### config.mk
export PLATFORM = sky130hd
export DESIGN_NAME = ram_sp_arb_240x32
export DESIGN_NICKNAME = d
export VERILOG_FILES = /design/src/rtl/ram_sp_arb_240x32.sv
export SDC_FILE = /design/constraint.sdc
export NUM_CORES = 1
export LEC_CHECK = 0
export CAP_MARGIN = 5
export CORE_AREA = 2 2 77 79
export CTS_BUF_LIST = sky130_fd_sc_hd__clkbuf_4
export DETAILED_ROUTE_END_ITERATION = 16
export DIE_AREA = 0 0 79 81
export PLACE_DENSITY = 0.88
export SETUP_SLACK_MARGIN = 0.3
export SYNTH_ARGS = -nofsm -noshare
export SYNTH_HDL_FRONTEND = slang
export SYNTH_SLANG_ARGS = --single-unit
### constraint.sdc
create_clock -name clk -period 4.6 [get_ports clk]
set_input_delay 0.92 -clock clk [delete_from_list [all_inputs] [get_ports clk]]
set_output_delay 0.92 -clock clk [all_outputs]
set_load 0.05 [all_outputs]
### src/rtl/ram_sp_arb_240x32.sv
// ---------------------------------------------------------------------------
// ram_sp_arb_240x32
// Two-requester round-robin arbiter in front of an external 240x32
// single-port RAM, with a built-in zero-fill sequencer.
//
// Ports
//   clk, rst                 single clock, synchronous active-high reset
//   clr_i / busy_o           start zero-fill / fill in progress
//   a_* / b_*                requester A/B: req, wr, adr, dat in;
//                            gnt (same cycle), rd_vld (one cycle later) out
//   rd_dat_o                 read data, straight from ram_rd_dat_i
//   err_o                    pulse one cycle after an out-of-range grant
//   ram_*                    RAM side: adr, wr_ena, wr_dat, rd_ena, rd_dat
//
// Grants are combinational in the request cycle and only happen in IDLE.
// While the fill runs, the RAM port belongs to the fill counter and no
// requester is granted.
// ---------------------------------------------------------------------------
module ram_sp_arb_240x32 #(
   parameter int ADR_WD = 8,
   parameter int DAT_WD = 32,
   parameter int DEPTH  = 240
) (
   input  logic              clk,
   input  logic              rst,
   input  logic              clr_i,
   output logic              busy_o,
   input  logic              a_req_i,
   input  logic              a_wr_i,
   input  logic [ADR_WD-1:0] a_adr_i,
   input  logic [DAT_WD-1:0] a_dat_i,
   output logic              a_gnt_o,
   output logic              a_rd_vld_o,
   input  logic              b_req_i,
   input  logic              b_wr_i,
   input  logic [ADR_WD-1:0] b_adr_i,
   input  logic [DAT_WD-1:0] b_dat_i,
   output logic              b_gnt_o,
   output logic              b_rd_vld_o,
   output logic [DAT_WD-1:0] rd_dat_o,
   output logic              err_o,
   output logic [ADR_WD-1:0] ram_adr_o,
   output logic              ram_wr_ena_o,
   output logic [DAT_WD-1:0] ram_wr_dat_o,
   output logic              ram_rd_ena_o,
   input  logic [DAT_WD-1:0] ram_rd_dat_i
);

   // One extra bit so DEPTH == 2**ADR_WD still compares correctly.
   localparam logic [ADR_WD:0]   DEPTH_W = (ADR_WD+1)'(DEPTH);
   localparam logic [ADR_WD-1:0] LAST    = ADR_WD'(DEPTH - 1);

   typedef enum logic {IDLE, CLEAR} state_t;

   typedef struct packed {
      logic              wr;
      logic [ADR_WD-1:0] adr;
      logic [DAT_WD-1:0] dat;
   } cmd_t;

   state_t            state;
   logic [ADR_WD-1:0] clr_cnt;
   logic              busy_q;
   logic              prio_b;     // 1: B wins a tie (A was granted last)
   logic              a_vld_q;
   logic              b_vld_q;
   logic              err_q;

   cmd_t a_cmd, b_cmd, win;
   logic can_gnt, a_gnt, b_gnt, any_gnt, in_rng, acc, fill;

   assign a_cmd = '{wr: a_wr_i, adr: a_adr_i, dat: a_dat_i};
   assign b_cmd = '{wr: b_wr_i, adr: b_adr_i, dat: b_dat_i};

   // ------------------------------------------------------------------
   // Arbitration. A clr_i pulse in IDLE takes the cycle: nothing is
   // granted, the fill starts on the next edge.
   // ------------------------------------------------------------------
   assign can_gnt = (state == IDLE) && !rst && !clr_i;
   assign a_gnt   = can_gnt && a_req_i && (!b_req_i || !prio_b);
   assign b_gnt   = can_gnt && b_req_i && (!a_req_i ||  prio_b);
   assign any_gnt = a_gnt || b_gnt;
   assign win     = b_gnt ? b_cmd : a_cmd;
   assign in_rng  = ({1'b0, win.adr} < DEPTH_W);
   // Out-of-range grants are accepted but never reach the RAM.
   assign acc     = any_gnt && in_rng;
   assign fill    = (state == CLEAR) && !rst;

   assign a_gnt_o = a_gnt;
   assign b_gnt_o = b_gnt;

   // ------------------------------------------------------------------
   // RAM port mux. fill and acc are mutually exclusive because grants
   // need IDLE, so the two enables can never both be high.
   // ------------------------------------------------------------------
   assign ram_wr_ena_o = fill || (acc && win.wr);
   assign ram_rd_ena_o = acc && !win.wr;
   assign ram_adr_o    = fill ? clr_cnt : win.adr;
   assign ram_wr_dat_o = fill ? '0 : win.dat;

   // ------------------------------------------------------------------
   // Fill sequencer: one word per cycle, addresses 0..DEPTH-1. clr_i is
   // only looked at in IDLE, so a second pulse cannot restart or extend
   // a running fill. Reset aborts mid-way; unwritten words keep data.
   // ------------------------------------------------------------------
   always_ff @(posedge clk) begin
      if (rst) begin
         state   <= IDLE;
         clr_cnt <= '0;
         busy_q  <= 1'b0;
      end else begin
         case (state)
            IDLE: begin
               if (clr_i) begin
                  state   <= CLEAR;
                  clr_cnt <= '0;
                  busy_q  <= 1'b1;
               end
            end
            CLEAR: begin
               if (clr_cnt == LAST) begin
                  state   <= IDLE;
                  clr_cnt <= '0;
                  busy_q  <= 1'b0;
               end else begin
                  clr_cnt <= clr_cnt + 1'b1;
               end
            end
            default: begin
               state   <= IDLE;
               clr_cnt <= '0;
               busy_q  <= 1'b0;
            end
         endcase
      end
   end

   assign busy_o = busy_q;

   // ------------------------------------------------------------------
   // Round-robin pointer and response flags. The pointer only moves on
   // a grant, so an idle cycle keeps the current fairness order.
   // ------------------------------------------------------------------
   always_ff @(posedge clk) begin
      if (rst) begin
         prio_b  <= 1'b0;
         a_vld_q <= 1'b0;
         b_vld_q <= 1'b0;
         err_q   <= 1'b0;
      end else begin
         if (a_gnt)
            prio_b <= 1'b1;
         else if (b_gnt)
            prio_b <= 1'b0;
         a_vld_q <= a_gnt && in_rng && !win.wr;
         b_vld_q <= b_gnt && in_rng && !win.wr;
         err_q   <= any_gnt && !in_rng;
      end
   end

   // Masked by rst so a read in flight when reset hits is dropped
   // immediately rather than showing up during the reset cycle.
   assign a_rd_vld_o = a_vld_q && !rst;
   assign b_rd_vld_o = b_vld_q && !rst;
   assign err_o      = err_q && !rst;
   assign rd_dat_o   = ram_rd_dat_i;

endmodule

==> flow_metrics.tcl, run 1 <==
set metrics [dict create \
    ys_seq_area_share_pct 17.9 \
    power_leakage_nw 1.32 \
    irDropWorstVdd_mv 0.140 \
    core_area_um2 5680 \
    routedLengthMet1_mm 2.26 \
    wl_per_cell_um 14.6 \
    cts_tree "done" \
    h-tree-depth 1 \
    wl_met3_um 495 \
    cts_hold_buf 0 \
    rows 28 \
    worst_slew_pin_slew_ns 0.745 \
    dr_total_vias 2107 \
    cp_max_fo 43 \
    globalplace.congestion 0.896 \
    cts_resized 0 \
    hold_viol 0 \
    synth_top_area_share_pct 20.1 \
    start_util_pct 27.6 \
    setup_tns_ns 0 \
    setup_viol 0 \
    min_period_ns 4.04 \
    hp-class "register to register" \
    grt_remaining_overflow 0 \
    status "finished clean" \
    synth.most_common_cell "nand2_1" \
    syn_avg_cell_area_um2 6.09 \
    dr_wl_met2_mm 3.35 \
    relSlewSlack_pct 50.3 \
    power_density_nw_per_um2 192 \
    die_w_um 79 \
    dieArea_um2 6400 \
    synth_area_um2 1570 \
    synth_seq_cells 14 \
    synth_area_leaders "nand2_1 (20%), dfxtp_1 (18%), buf_4 (16%)" \
    place.detailed.hpwl_mm 5.02 \
    yosysWarnings 0 \
    rsz0062_at_grt "no" \
    fmax_mhz 247 \
    multi_input_area_um2 952 \
    clock_skew_ns 0.00411 \
    wirelength_mm 6.20 \
    crit_path_start_kind "input port" \
    clockRootBuffer "clkbuf_4" \
    cts.path.max_buffers 2 \
    post-route-period-util_pct 87.9 \
    worstPathRequired_ns 3.68 \
    cts.sinks 14 \
    nFillCells 530 \
    synth.largest_area_cell "nand2_1" \
    route.detailed.drc 0 \
    crit_path_end_kind "output port" \
    syn2layout_area_growth_pct 101 \
    slew_violations 0 \
    synth_commonest_cells "nand2_1 (84), a21oi_1 (38), buf_4 (34)" \
    grt_pass1_vias 1850 \
    numCtsBuffers 3 \
    antenna_found_initial 0 \
    synth_nets 377 \
    grt_max_degree 44 \
    synth-edff-count 0 \
    drt-initial-drc-count 115 \
    utilization_pct 55.5 \
    synth_flop_cell "dfxtp_1" \
    post-cts-setup-buffers 0 \
    async_reset_ff_share_pct 0 \
    io_pins 199 \
    first_pass_iters 4 \
    register_area_um2 280 \
    num_antenna_cells 0 \
    synth_cell_types 36 \
    syn_inst 257 \
    drt-vias-per-instance 4.96 \
    die_y_um 81 \
    track_usage_pct 17.3 \
    path_class "input port to output port" \
    top_layer "met4" \
    critPathArrivalTime_ns 3.12 \
    drv_cap 0 \
    fin_nets 471 \
    grt_pass1_wl_mm 8.87 \
    port_buffers 134 \
    clkTransAtPathRegs_ns 0.08 \
    antenna_left 0 \
    drive_above_1_share_pct 16.0 \
    clock_latency_ns 0.29 \
]
worst paths after layout:
check | from | end | slack, ns | cells after the start
setup reg to reg | state | err_q | 2.68 | 5
hold reg to reg | busy_o | busy_o | 0.48 | 2
hold / removal | busy_o | busy_o | 0.48 | 2
setup / recovery | rst | ram_adr_o[6] | 0.56 | 7
metrics by stage:
step | setup slack, ns | instances | total power [mW] | hold slack [ns] | area [µm²]
after floorplan | 0.921 | 257 | 0.380 | 0.448 | 1570
after global placement | 0.722 | 421 | 0.531 | 0.450 | 3120
after detailed placement | 0.565 | 421 | 0.535 | 0.460 | 3120
after CTS | 0.561 | 425 | 0.609 | 0.480 | 3150
after global routing | 0.472 | 425 | 0.630 | 0.503 | 3150
final | 0.559 | 425 | 0.606 | 0.477 | 3150
state kept, by name, summed over array words and instances, names as in the netlist:
register and flops:
err_q 1, state 1, busy_o 1, a_vld_q 1
clr_cnt 8, prio_b 1, b_vld_q 1
cells in the final DEF, fill, tap and decap left out, drive strengths merged:
cell type      count
clkdlybuf4s50     91
nand2             84
buf               46
a21oi             39
nor2              17
dfxtp             14
a31oi             10
nand3              5
o21ai              4
inv                4
nor3               4
nand2b             3
nand4              3
nor2b              3
and3               3
clkbuf             3
a22o               2
mux2i              1
o31a               1
o22a               1
nand3b             1
and4b              1
a211o              1
xnor2              1
or3                1
a31o               1
a41oi              1
o211a              1
a211oi             1
a21o               1
ha                 1
clkinv             1
critical path, stage by stage:
cell	delay, ns
clkdlybuf4s50_1	0.46
nor3_4	0.35
nand3_4	0.11
inv_2	0.55
nand2_1	0.14
a31oi_1	0.37
buf_12	0.19
per-layer routing:
| metal | global-route usage, % | vias up |
|---|---|---|
| met5 | 0 | - |
| met4 | 3.10 | 0 |
| met3 | 4.67 | 14 |
| met2 | 33.8 | 139 |
| met1 | 18.6 | 933 |
| li1 | - | 1021 |
power by group:
part | switching (mW) | total [mW] | internal (mW)
logic | 0.202 | 0.403 | 0.202
clock network | 0.0431 | 0.0748 | 0.0316
registers | 0.00398 | 0.128 | 0.124
total | 0.249 | 0.606 | 0.358
cell families (layout without fill, tap and decap cells):
kind of cell,Yosys count,in the layout,synth area share (%)
and+or+nand+nor,125,125,34.9
buffers and inverters,52,145,21.4
AOI/OAI and AO/OA,63,63,23.5
adders and majority gates,1,1,0.799
xor gates and xnor gates,1,1,0.560
muxes,1,1,0.879
DFF,14,14,17.9
layout make-up:
| class | count | share of cell area [%] |
|---|---|---|
| sequential | 14 | 8.90 |
| clock buffer | 3 | 0.715 |
| inverter | 4 | 0.477 |
| clock inverter | 1 | 0.119 |
| timing repair buffer | 137 | 56.6 |
| multi-input combinational | 191 | 30.2 |
| tap | 75 | 2.98 |
Power figures use the tool's default switching activity.
==> run 2, diff against run 1 <==
--- a/config.mk
+++ b/config.mk
@@ -6,11 +6,11 @@
 export NUM_CORES = 1
 export LEC_CHECK = 0
 export CAP_MARGIN = 5
-export CORE_AREA = 2 2 77 79
+export CORE_ASPECT_RATIO = 0.75
+export CORE_UTILIZATION = 29
 export CTS_BUF_LIST = sky130_fd_sc_hd__clkbuf_4
 export DETAILED_ROUTE_END_ITERATION = 16
-export DIE_AREA = 0 0 79 81
-export PLACE_DENSITY = 0.88
+export PLACE_DENSITY = 0.9
 export SETUP_SLACK_MARGIN = 0.3
 export SYNTH_ARGS = -nofsm -noshare
 export SYNTH_HDL_FRONTEND = slang
==> flow_metrics.tcl, run 2 (synthesis gave the netlist of run 1 again) <==
set metrics [dict create \
    final_common_cell "clkdlybuf4s50_1" \
    die_y_um 65.6 \
    reg2reg_slack_ns 2.79 \
    cts.sinks 14 \
    critPathMaxStageDelay_ns 0.62 \
    power_leakage_nw 1.34 \
    grt_pass1_wl_mm 9.75 \
    critPathSlowestCell "clkdlybuf4s50_1" \
    worst_path_dominant_cell_family "buffers and inverters" \
    antenna_found_initial 0 \
    largest_reg_flops 8 \
    path_buf_inv 4 \
    relSlewSlack_pct 52.1 \
    hold_viol 0 \
    rsz0062_at_grt "no" \
    top_register "clr_cnt" \
    worstPathRequired_ns 3.68 \
    status "finished clean" \
    place.detailed.hpwl_mm 5.04 \
    path_class "input port to output port" \
    grt_max_degree 33 \
    port_buffers 134 \
    globalplace.congestion 0.840 \
    drive_above_1_share_pct 16.7 \
    die_w_um 86.8 \
    hp-class "register to register" \
    drt-vias-per-instance 4.98 \
    slew_violations 0 \
    wirelength_mm 6.33 \
    grt_pass1_vias 1993 \
    cp_max_fo 29 \
    cts_hold_buf 0 \
    irDropWorstVdd_mv 0.0894 \
    crit_path_start_kind "input port" \
    power_mw 0.607 \
    start_util_pct 31.1 \
    dieArea_um2 5700 \
    rows 22 \
    track_usage_pct 21.8 \
    critPathMostFrequentCell "buf_12" \
    layout.cells.non_filler 425 \
    grt_remaining_overflow 0 \
    wl_per_cell_um 14.9 \
    worst_slew_pin_slew_ns 0.718 \
    mostFrequentLayoutCells "clkdlybuf4s50_1 (91), nand2_1 (84), buf_12 (43)" \
    fin_nets 474 \
    drt-initial-drc-count 81 \
    dp_cells 418 \
    clock_latency_ns 0.28 \
    io_pins 199 \
    clock_skew_ns 0.00392 \
    cts.path.max_buffers 2 \
    antenna_left 0 \
    power_density_nw_per_um2 191 \
    clockRootBuffer "clkbuf_4" \
    dr_total_vias 2118 \
    min_period_ns 4.12 \
    numCtsBuffers 3 \
    syn2layout_area_growth_pct 103 \
    drv_cap 0 \
    h-tree-depth 1 \
    crit_chain "clkdlybuf4s50_1 > nor3_4 > nand3_4 > inv_2 > buf_12 > nand2_1 > a31oi_1 > buf_12" \
    num_antenna_cells 0 \
    crit_path_end_kind "output port" \
    first_pass_iters 5 \
    post-route-period-util_pct 89.6 \
    fmax_mhz 243 \
    setup_viol 0 \
    cts_tree "done" \
    clkTransAtPathRegs_ns 0.09 \
    core_area_um2 5040 \
    route.detailed.drc 0 \
    setup_tns_ns 0 \
    critPathArrivalTime_ns 3.20 \
]
run 2: changes by cell type in the layout (fill, tap and decap cells not counted), sizes merged:
cell  change
buf       +3
run 2: layer usage:
metal / global-route usage [%] / part of all wire (%)
met3: 5.28 / 7.4
met4: 6.46 / 2.2
met2: 36.0 / 50
met1: 28.1 / 41
met5: 0 / 0
run 2: area by class of cell:
| type | instances | area (µm²) |
|---|---|---|
| clock inverter | 1 | 3.75 |
| fill | 406 | 1860 |
| tap | 72 | 90.1 |
| timing repair buffer | 140 | 1820 |
| inverter | 4 | 15.0 |
| clock buffer | 3 | 22.5 |
| sequential | 14 | 280 |
| multi-input combinational | 191 | 952 |
run 2: power breakdown:
part           switching (mW)  internal, mW
Combinational           0.203         0.203
Clock                  0.0406        0.0315
Sequential            0.00423         0.124
run 2: worst paths after layout:
kind                            depth (start not counted)    from            to
worst max-delay path                                    8     rst  ram_adr_o[4]
worst min-delay path                                    2  busy_o        busy_o
worst max register to register                          4   state    clr_cnt[7]
worst min register to register                          2  busy_o        busy_o
run 2: timing repair:
| action | 4_1_cts | 5_1_grt |
|---|---|---|
| setup endpoints to repair | 0 | 26 |
| gates resized for setup | 0 | 0 |
| setup buffers | 0 | 3 |
| hold endpoints to repair | 0 | 0 |
run 2: worst reg2reg max path, cell delays in order (launching register included):
cell      delay [ns]
dfxtp_1         0.54
nand2b_1        0.48
a21oi_2         0.42
a41oi_1         0.16
a31oi_1         0.15
run 2: through the flow:
stage                     hold WS (ns)  util, %  setup WS, ns  area, µm²
after floorplan                  0.448        -         0.921       1570
final                            0.489     63.1         0.478       3180
after detailed placement         0.467     62.2         0.447       3130
after CTS                        0.491     62.7         0.404       3160
after global placement           0.452     62.2         0.506       3130
after global routing             0.544     63.1         0.295       3180
